<file path="config.mk">
export PLATFORM = sky130hd
export DESIGN_NAME = golden_nonce_queue
export DESIGN_NICKNAME = d
export VERILOG_FILES = /design/src/rtl/golden_nonce_queue.sv
export SDC_FILE = /design/constraint.sdc
export NUM_CORES = 1
export LEC_CHECK = 0
export CORE_MARGIN = 1
export CORE_UTILIZATION = 40
export CTS_CLUSTER_DIAMETER = 100
export CTS_CLUSTER_SIZE = 10
export DETAILED_ROUTE_END_ITERATION = 7
export GPL_TIMING_DRIVEN = 0
export HOLD_SLACK_MARGIN = 0.1
export SYNTH_ARGS = -nofsm -noshare
export SYNTH_HDL_FRONTEND = slang
export SYNTH_SLANG_ARGS = --single-unit
</file>
<file path="constraint.sdc">
create_clock -name hash_clk -period 10.1 [get_ports hash_clk]
set_input_delay 2.02 -clock hash_clk [delete_from_list [all_inputs] [get_ports hash_clk]]
set_output_delay 2.02 -clock hash_clk [all_outputs]
set_load 0.05 [all_outputs]
</file>
<file path="src/rtl/golden_nonce_queue.sv">
// golden_nonce_queue: offset-corrected golden-nonce FIFO with valid/ready drain, drop counting and flush.
// Optional GOLDEN_NONCE_DEDUP_EN discards pushes repeating the last accepted corrected nonce.
module golden_nonce_queue #(
    parameter int          DEPTH        = 8,
    parameter logic [31:0] NONCE_OFFSET = 32'd0
) (
    input  logic                       hash_clk,
    input  logic                       rst_n,
    input  logic                       in_valid,
    input  logic [31:0]                in_nonce,
    input  logic                       flush,
    output logic                       out_valid,
    output logic [31:0]                out_nonce,
    input  logic                       out_ready,
    output logic [$clog2(DEPTH):0]     count,
    output logic [15:0]                drop_count,
    output logic                       overflow
);
    localparam int AW = $clog2(DEPTH);
    localparam int CW = AW + 1;

    logic [31:0]   r_mem [DEPTH];
    logic [AW-1:0] r_wptr;
    logic [AW-1:0] r_rptr;
    logic [CW-1:0] r_count;
    logic [15:0]   r_drop;
    logic          r_ovf;

    logic [31:0]   w_corr;
    logic          w_full;
    logic          w_pop;
    logic          w_req;
    logic          w_push;
    logic          w_drop;
    logic [CW-1:0] w_count_nxt;

    assign w_corr = in_nonce - NONCE_OFFSET;
    assign w_full = r_count == CW'(DEPTH);
    assign w_pop  = (r_count != '0) && out_ready && !flush;

`ifdef GOLDEN_NONCE_DEDUP_EN
    logic [31:0] r_last;
    logic        r_last_v;
    logic        w_dup;

    assign w_dup = r_last_v && (w_corr == r_last);
    assign w_req = in_valid && !flush && !w_dup;

    always_ff @(posedge hash_clk or negedge rst_n) begin
        if (!rst_n) begin
            r_last   <= '0;
            r_last_v <= 1'b0;
        end else if (flush) begin
            r_last_v <= 1'b0;
        end else if (w_push) begin
            r_last   <= w_corr;
            r_last_v <= 1'b1;
        end
    end
`else
    assign w_req = in_valid && !flush;
`endif

    // A full queue still accepts a push when the head leaves in the same cycle.
    assign w_push      = w_req && (!w_full || w_pop);
    assign w_drop      = w_req && w_full && !w_pop;
    assign w_count_nxt = r_count + CW'(w_push) - CW'(w_pop);

    always_ff @(posedge hash_clk) begin
        if (w_push)
            r_mem[r_wptr] <= w_corr;
    end

    always_ff @(posedge hash_clk or negedge rst_n) begin
        if (!rst_n) begin
            r_wptr  <= '0;
            r_rptr  <= '0;
            r_count <= '0;
            r_drop  <= '0;
            r_ovf   <= 1'b0;
        end else if (flush) begin
            r_wptr  <= '0;
            r_rptr  <= '0;
            r_count <= '0;
            r_ovf   <= 1'b0;
        end else begin
            r_wptr  <= w_push ? r_wptr + 1'b1 : r_wptr;
            r_rptr  <= w_pop ? r_rptr + 1'b1 : r_rptr;
            r_count <= w_count_nxt;
            r_drop  <= (w_drop && r_drop != 16'hFFFF) ? r_drop + 16'd1 : r_drop;
            r_ovf   <= r_ovf || w_drop;
        end
    end

    assign out_valid  = r_count != '0;
    assign out_nonce  = r_mem[r_rptr];
    assign count      = r_count;
    assign drop_count = r_drop;
    assign overflow   = r_ovf;
endmodule

</file>
==> summary.txt <==
Status
  • Outcome: complete, no violations

Yosys
  • Count leader, synth: edfxtp_1
  • Post-synth top area share: 69.2%
  • Post-synth ARST share: 9.54%
  • Synthesized net count: 564
  • Synth Area in Simple Gates: 3.91%
  • Yosys reg bits: 283
  • Mux contribution to synthesized area: 16.7%
  • Most frequent cells after synthesis: edfxtp_1 (256), mux4_2 (64), mux2_2 (36), dfrtp_1 (27), xor2_1 (17)
  • Area contributors post-synth: edfxtp_1 (69%), mux4_2 (13%), dfrtp_1 (6.1%)
  • Ys flop type: edfxtp_1
  • XOR/XNOR Fraction of Synth Area: 1.50%
  • Cell taking the most area after synthesis: edfxtp_1
  • Synthesized cell area: 11100 um2
  • Largest family of logic cells by synthesized area: multiplexers
  • Synth Warn #: 0
  • Post-Synth Adder-Cell Area: 1.08%
  • Register area share after synthesis: 75.2%
  • Syn Area/Cell: 21.5 um2
  • Count of cell types in the netlist: 36
  • Post-synth EDFFs: 256
  • Mapped Cells: 518
  • Post-synthesis compound-gate area fraction: 0.315%

Timing
  • Clock skew: 0.0153 ns
  • Max-slew violations: 0
  • Achievable clock frequency: 182 MHz
  • Fin. Hold Viols: 0
  • Pin slew with the least headroom to its limit: 0.937 ns
  • Minimum clock period: 5.49 ns
  • Final TNS setup: 0 ns
  • Final setup vio count: 0
  • Final period util: 54.3%
  • WHS: 0.539 ns
  • Rel. slew slack: 37.2%
  • RSZ-0062 raised after global routing: false

Clock network
  • Clk buf depth: 3
  • CTS H-Tree Depth: 2
  • Clock root cell: clkbuf_16
  • Hold-fix buffers, CTS: 0
  • Clock latency on the worst-skew pair: 0.50 ns
  • Post-CTS setup buffers: 0
  • Num CTS Buffers: 34
  • CTS resizes: 0
  • Clock sink total: 283
  • CTS tree: built
  • Clock edge transition at the registers on the reported setup and hold paths: 0.05 ns

Power and ir drop
  • Worst VDD drop: 0.105 mV
  • Leak: 4.44 nW
  • PwrDens: 240 nW/um2

Placed design
  • IO buf count: 89
  • RePlAce Congestion: 0.745
  • Post-DP HPWL: 14100 um

Global route
  • First-pass GRT wire length: 34600 um
  • Gr busiest metal: met2
  • Largest net degree at the start of global routing: 28
  • Initial antenna violation count: 0
  • Aggregate global-route resource usage: 16.5%
  • Gr ovfl total: 0
  • Number of global-route vias before repair: 5885
  • GR Util met2: 28.4%
  • GR met3 Demand/Resource: 3.37%
  • GR Layer Usage met1: 21.0%

Final layout
  • FF+latch area: 8360 um2
  • Fillers: 2160
  • Fin nets: 701
  • Share of cells above drive strength 1: 26.5%
  • Ant diodes: 0
  • Post-Route Utilization: 50.6%
  • Synthesis-to-finish area growth: 23.3%
  • Area of the multi-input gates: 2670 um2

Critical path
  • WS Path Type: flip-flop to output pin
  • Critical-path maximum fanout: 10
  • Arrival time at the worst endpoint: 3.47 ns
  • Element type at the critical path end: output pin
  • Crit path required time: 8.08 ns
  • Setup crit start kind: flip-flop

Die
  • Die Y-Extent: 169 um
  • I/O pins: 91
  • Initial Util: 41.0%
  • Core ar.: 27100 um2
  • Die X: 169 um
  • Die footprint: 28500 um2
  • Row cnt: 60

Detailed routing
  • DR DRC count: 0
  • Drt initial violations: 390
  • WL per Instance: 21.5 um
  • DRT antenna net count: 0
  • DR pass1 iterations: 5
  • Post-Route WL: 22300 um
  • Via/cell ratio: 5.11
  • Vias: 5291

Hold path
  • Hold crit path type: flip-flop to flip-flop

Job
  • Max-Cap Viols: 0
stage by stage:
step                power [W]  area [um2]  cells  worst slack [ns]
finish                0.00329       13700   1035              4.61
global route          0.00341       13700   1035              4.50
detailed placement    0.00226       12800    991              4.79
floorplan             0.00199       11100    518              4.49
global placement      0.00224       12500    979              1.30
CTS                   0.00333       13700   1035              4.56
cell type report:
type                            instances  share of cell area, %
Sequential cell                       283                   61.0
Multi-Input combinational cell        208                   19.5
Timing Repair Buffer                  101                   8.11
Clock buffer                           43                   6.92
Tap cell                              372                   3.40
Buffer                                 23                  0.913
Inverter                                4                  0.110
Clock inverter                          1                 0.0639
metal layers:
| metal | part of all wire, % | wire length [um] |
|---|---|---|
| met2 | 51 | 11500 |
| met1 | 41 | 9160 |
| met5 | 0 | 0 |
| met4 | 1.5 | 341 |
| met3 | 5.8 | 1300 |
path summary, 6_finish.rpt:
| check | start | to | slack (ns) | cells after the start |
|---|---|---|---|---|
| max reg2reg | count[2] | r_mem[1][1] | 6.83 | 8 |
| min | drop_count[6] | drop_count[6] | 0.54 | 1 |
| min reg2reg | drop_count[6] | drop_count[6] | 0.54 | 1 |
| max in group asynchronous | rst_n | r_wptr[0] | 8.15 | 1 |
| min in group asynchronous | rst_n | drop_count[11] | 1.54 | 1 |
| max | r_rptr[1] | out_nonce[1] | 4.61 | 5 |
registers in the layout (all words and copies together), names as in the netlist:
signal and count:
overflow 1, r_mem 256, r_rptr 3, count 4
r_wptr 3, drop_count 16
cells in the final DEF (no fill, tap or decap), drive strengths merged, types with 7 or more instances in the layout:
| cell type | n |
|---|---|
| edfxtp | 256 |
| clkdlybuf4s50 | 88 |
| mux4 | 64 |
| clkbuf | 57 |
| mux2 | 36 |
| dfrtp | 27 |
| buf | 22 |
| xor2 | 17 |
| nor2 | 16 |
| nor3 | 9 |
| nand4 | 8 |
| ha | 8 |
| nand2 | 7 |
| nor4 | 7 |
critical path, cell delays in order, from the launching register on:
cell and delay (ns):
dfrtp_1 0.40, clkbuf_1 0.50, clkbuf_1 0.65, mux4_2 0.40, mux2_2 0.27, clkdlybuf4s50_1 0.74
where the power goes:
group | leakage, nW | switching, W | internal [W]
Combinational | 1.29 | 0.000498 | 0.000368
Sequential | 2.68 | 0.0000257 | 0.00133
Clock | 0.468 | 0.000417 | 0.000650
Total | 4.44 | 0.000940 | 0.00235
logic make-up (layout without fill, tap and decap cells):
group,Yosys count,in the layout
simple gates,73,73
buf+inv,27,172
flops,283,283
xor+xnor,19,19
mux,101,101
fa+ha+maj,9,9
compound gates,6,6
No activity file was read; power rests on OpenSTA's default activity.
